## config.mk

```make
export PLATFORM = sky130hd
export DESIGN_NAME = gate_check_pipe
export DESIGN_NICKNAME = d
export VERILOG_FILES = /design/src/rtl/gate_check_pipe.sv
export SDC_FILE = /design/constraint.sdc
export NUM_CORES = 1
export LEC_CHECK = 0
export CAP_MARGIN = 20
export CORE_MARGIN = 2
export CORE_UTILIZATION = 34
export DETAILED_ROUTE_END_ITERATION = 8
export PLACE_DENSITY = 0.62
export SYNTH_ARGS = -nofsm -noshare
export SYNTH_HDL_FRONTEND = slang
export SYNTH_SLANG_ARGS = --single-unit
```

## constraint.sdc

```tcl
create_clock -name clk -period 4 [get_ports clk]
set_clock_uncertainty 0.2 [all_clocks]
set_input_delay 1 -clock clk [delete_from_list [all_inputs] [get_ports clk]]
set_output_delay 1 -clock clk [all_outputs]
set_load 0.02 [all_outputs]
```

## src/rtl/gate_check_pipe.sv

```systemverilog
// Gate-result checker: captures the selected upstream gate output, compares it against an
// internally computed golden value and queues the result in a 2-entry FIFO with error stats.
module gate_check_pipe #(
  parameter int unsigned CNT_W = 8
) (
  input  logic             clk,
  input  logic             rst_n,
  input  logic             in_valid,
  output logic             in_ready,
  input  logic             in_a,
  input  logic             in_b,
  input  logic [6:0]       in_res,
  input  logic [2:0]       in_sel,
  output logic             out_valid,
  input  logic             out_ready,
  output logic             out_bit,
  output logic [2:0]       out_sel,
  output logic             out_err,
  output logic [CNT_W-1:0] err_cnt,
  output logic             err_any
);

  typedef enum logic [1:0] {
    StEmpty = 2'd0,
    StOne   = 2'd1,
    StFull  = 2'd2
  } occ_e;

  localparam logic [CNT_W-1:0] CntOne = {{(CNT_W-1){1'b0}}, 1'b1};

  occ_e             occ_q;
  logic [1:0]       bit_q;
  logic [1:0]       err_q;
  logic [2:0]       sel_q [2];
  logic             wr_ptr_q;
  logic             rd_ptr_q;
  logic             rdy_en_q;
  logic [CNT_W-1:0] err_cnt_q;
  logic             err_any_q;

  logic             push;
  logic             pop;
  logic             golden;
  logic             new_bit;
  logic             new_err;
  logic [7:0]       res_ext;

  always_comb begin
    golden = 1'b0;
    case (in_sel)
      3'd0:    golden = in_a & in_b;
      3'd1:    golden = in_a | in_b;
      3'd2:    golden = ~in_a;
      3'd3:    golden = ~(in_a & in_b);
      3'd4:    golden = ~(in_a | in_b);
      3'd5:    golden = in_a ^ in_b;
      3'd6:    golden = ~(in_a ^ in_b);
      default: golden = 1'b0;
    endcase
  end

  // Select 7 has no gate behind it: stored as bit 0 and always flagged.
  assign res_ext = {1'b0, in_res};

  always_comb begin
    new_bit = 1'b0;
    new_err = 1'b1;
    if (in_sel != 3'd7) begin
      new_bit = res_ext[in_sel];
      new_err = (new_bit != golden);
    end
  end

  // rdy_en_q holds in_ready low until the first edge after reset release.
  assign in_ready  = rdy_en_q && (occ_q != StFull);
  assign out_valid = (occ_q != StEmpty);
  assign push      = in_valid && in_ready;
  assign pop       = out_valid && out_ready;

  assign out_bit = out_valid ? bit_q[rd_ptr_q] : 1'b0;
  assign out_sel = out_valid ? sel_q[rd_ptr_q] : 3'd0;
  assign out_err = out_valid ? err_q[rd_ptr_q] : 1'b0;
  assign err_cnt = err_cnt_q;
  assign err_any = err_any_q;

  always_ff @(posedge clk or negedge rst_n) begin
    if (!rst_n) begin
      occ_q     <= StEmpty;
      bit_q     <= 2'b00;
      err_q     <= 2'b00;
      sel_q[0]  <= 3'd0;
      sel_q[1]  <= 3'd0;
      wr_ptr_q  <= 1'b0;
      rd_ptr_q  <= 1'b0;
      rdy_en_q  <= 1'b0;
      err_cnt_q <= '0;
      err_any_q <= 1'b0;
    end else begin
      rdy_en_q <= 1'b1;
      if (push) begin
        bit_q[wr_ptr_q] <= new_bit;
        err_q[wr_ptr_q] <= new_err;
        sel_q[wr_ptr_q] <= in_sel;
        wr_ptr_q        <= ~wr_ptr_q;
        if (new_err) begin
          err_any_q <= 1'b1;
          if (err_cnt_q != '1) err_cnt_q <= err_cnt_q + CntOne;
        end
      end
      if (pop) rd_ptr_q <= ~rd_ptr_q;
      if (push && !pop) begin
        occ_q <= (occ_q == StEmpty) ? StOne : StFull;
      end else if (pop && !push) begin
        occ_q <= (occ_q == StFull) ? StOne : StEmpty;
      end
    end
  end

endmodule

```

==> results of run 1 <==
-- cell type report --
class / instances / area share [%]
Multi-Input combinational cell: 85 / 38.7
Sequential cell: 24 / 34.0
Timing Repair Buffer: 34 / 20.0
Tap cell: 48 / 3.40
Clock buffer: 4 / 3.12
Inverter: 4 / 0.850
-- layout by cell type, fill, tap and decap left out, drive strengths merged, types with 2 or more instances in the layout --
cell	synthesis	routed
inv	4	4
a21boi	2	2
a21o	2	2
and4bb	2	2
clkdlybuf4s50	0	31
nand2b	2	2
dfrtp	24	24
nand2	5	5
xor2	3	3
xnor2	6	6
o21ai	3	3
mux2i	6	6
nor2b	4	4
nor2	9	9
and3	5	5
a21oi	3	3
nand3b	2	2
mux2	11	11
buf	3	3
ha	4	4
clkbuf	3	4
nand4	4	4
-- registers in the layout, indices dropped and copies added, names as in the netlist --
name / count
sel_q: 6
err_q: 2
rdy_en_q: 1
err_cnt: 8
err_any: 1
wr_ptr_q: 1
rd_ptr_q: 1
occ_q: 2
bit_q: 2
-- critical path, cell delays in order --
cell and delay (ps):
clkdlybuf4s50_1 490, inv_1 50, ha_1 300, mux2_2 290
a211oi_4 240, xor2_1 100, a311oi_1 270, buf_4 210
and3_1 210, mux2_2 340
-- where the power goes --
group | internal [mW] | switching, mW
sequential | 0.338 | 0.0795
clock | 0.0878 | 0.0737
combinational | 0.257 | 0.227
-- cells by family after synthesis --
| kind of cell | Yosys count | synth area share, % |
|---|---|---|
| AOI/OAI and AO/OA | 15 | 8.37 |
| muxes | 18 | 15.8 |
| xor gates and xnor gates | 9 | 5.93 |
| buffers and inverters | 10 | 3.48 |
| and+or+nand+nor | 38 | 17.2 |
| other | 1 | 0.282 |
| adders and majority gates | 4 | 3.76 |
| DFF | 24 | 45.2 |
-- synthesized netlist by cell type, types with 4 or more instances --
cell	instances	area, µm²
dfrtp_1	24	601
mux2_2	10	113
nor2_1	9	33.8
mux2i_1	6	60.1
xnor2_1	6	52.6
and3_1	5	31.3
nand2_1	5	18.8
ha_1	4	50.1
inv_1	4	15.0
nand4_1	4	25.0
nor2b_1	4	25.0
-- worst min-delay path by stage --
stage                        start  cells after the start  slack [ps]        to
final                     bit_q[1]                      2         280  bit_q[1]
after global routing      bit_q[1]                      2         310  bit_q[1]
after CTS                  err_any                      1         290   err_any
after detailed placement   err_any                      1         270   err_any
after global placement     err_any                      1         260   err_any
after floorplan           bit_q[1]                      2         250  bit_q[1]
-- per-layer routing --
layer | GRT usage [%] | wire, µm
met5 | 0 | 0
met1 | 15.0 | 1180
met2 | 21.1 | 1210
met4 | 5.61 | 40
met3 | 3.55 | 102
==> flow_summary.ini, run 1 <==
[route]
drc = 0
post_drt_wl_per_cell_um = 12.7
wl_um = 2530
dr.pass1.iters = 4
vias = 971
antenna_left = 0
drt-initial-drc-count = 21
vias_per_cell = 4.88

[timing]
post-route-min-period_ps = 3560
rsz0062_at_grt = false
tns_ps = 0
fin_crit_sh_pct = 88.9
worst_slack_ps = 443
fmax_ghz = 0.281
finalHoldViolCount = 0
hold_slack_ps = 282
setup_viol = 0
slew_viol_final = 0

[cts]
clockRootBuffer = clkbuf_8
cts_max_path_buffers = 2
numCtsBuffers = 3
clkSinkCount = 24
clk_pin_slew_worst_paths_ps = 80
cts_tree = built
htree_levels = 1
ctsResizeCount = 0
hold_buffers = 0
clock_latency_ps = 270
cts_setup_buffers = 0

[critical_path]
arrival_ps = 3510
crit_fanout = 11
ff2ff_setup_slack_ps = 1670
crit_start = in_a
r2r-start = occ_q[0]
worstSetupStartpointType = input pin
crit_required_ps = 3950
worst_r2r_endpoint = sel_q[3]
rr_worst_depth = 5
endpoint_kind = flop
worstSetupEndpoint = err_cnt[1]
worstSetupPathType = in -> reg

[floorplan]
core_area_um2 = 3720
die_height_um = 66.5
die-area_um2 = 4430
ios = 32
die_w_um = 66.5
initial_core_util_pct = 35.8
rows = 22

[cells_and_area]
multi_input_area_um2 = 683
antenna_cells = 0
nets = 172
area_delta_synth_final_pct = 32.8
fin_cells = 199
num-fill-cells = 359
register_area_um2 = 601
drive_gt1_share_pct = 13.9
fin_area_um2 = 1770
final_util_pct = 47.5

[logic_synthesis]
synth_warnings = 0
ys_types = 36
async_flop_share_pct = 100
syn-num-nets = 139
syn_avg_cell_area_um2 = 11.2
syn_area_um2 = 1330
synth_top_flop_cell = dfrtp_1
ys_ff_latch = 24
synth-edff-count = 0
syn_inst = 119
ys_seq_area_share_pct = 45.2

[flow_run]
maxCapViolations = 0

[placed_design]
post-place-ws_ps = 174
dp_hpwl_um = 1920
dpl_cell_area_um2 = 1680
dpl.cell_count = 194
globalplace.congestion = 0.754
io_buffers = 31

[power]
p_total_mw = 1.06
max-vdd-ir-drop_mv = 0.196
p_leak_nw = 0.762
p_per_area_nw_per_um2 = 601

[hold_path]
hp-class = reg -> reg

[grt]
grt_pass1_wl_um = 4200
grt_util_all_layers_pct = 12.6
antenna_found_initial = 0
grt_max_degree = 25
grt-ovfl-total = 0
grt_pass1_vias = 933

[outcome]
status = completed
(Power assumes the default switching activity.)
==> inputs of run 2 (changes only) <==
Settings changed: CTS_BUF_LIST set to sky130_fd_sc_hd__clkbuf_4 sky130_fd_sc_hd__clkbuf_8 sky130_fd_sc_hd__clkbuf_16.
==> results of run 2 <==
The final DEF is identical to that of run 1; final timing and power are the same.
==> inputs of run 3 (changes only) <==
Settings changed: SKIP_LAST_GASP set to 1.
==> results of run 3 <==
The final DEF is identical to that of run 1; final timing and power are the same.
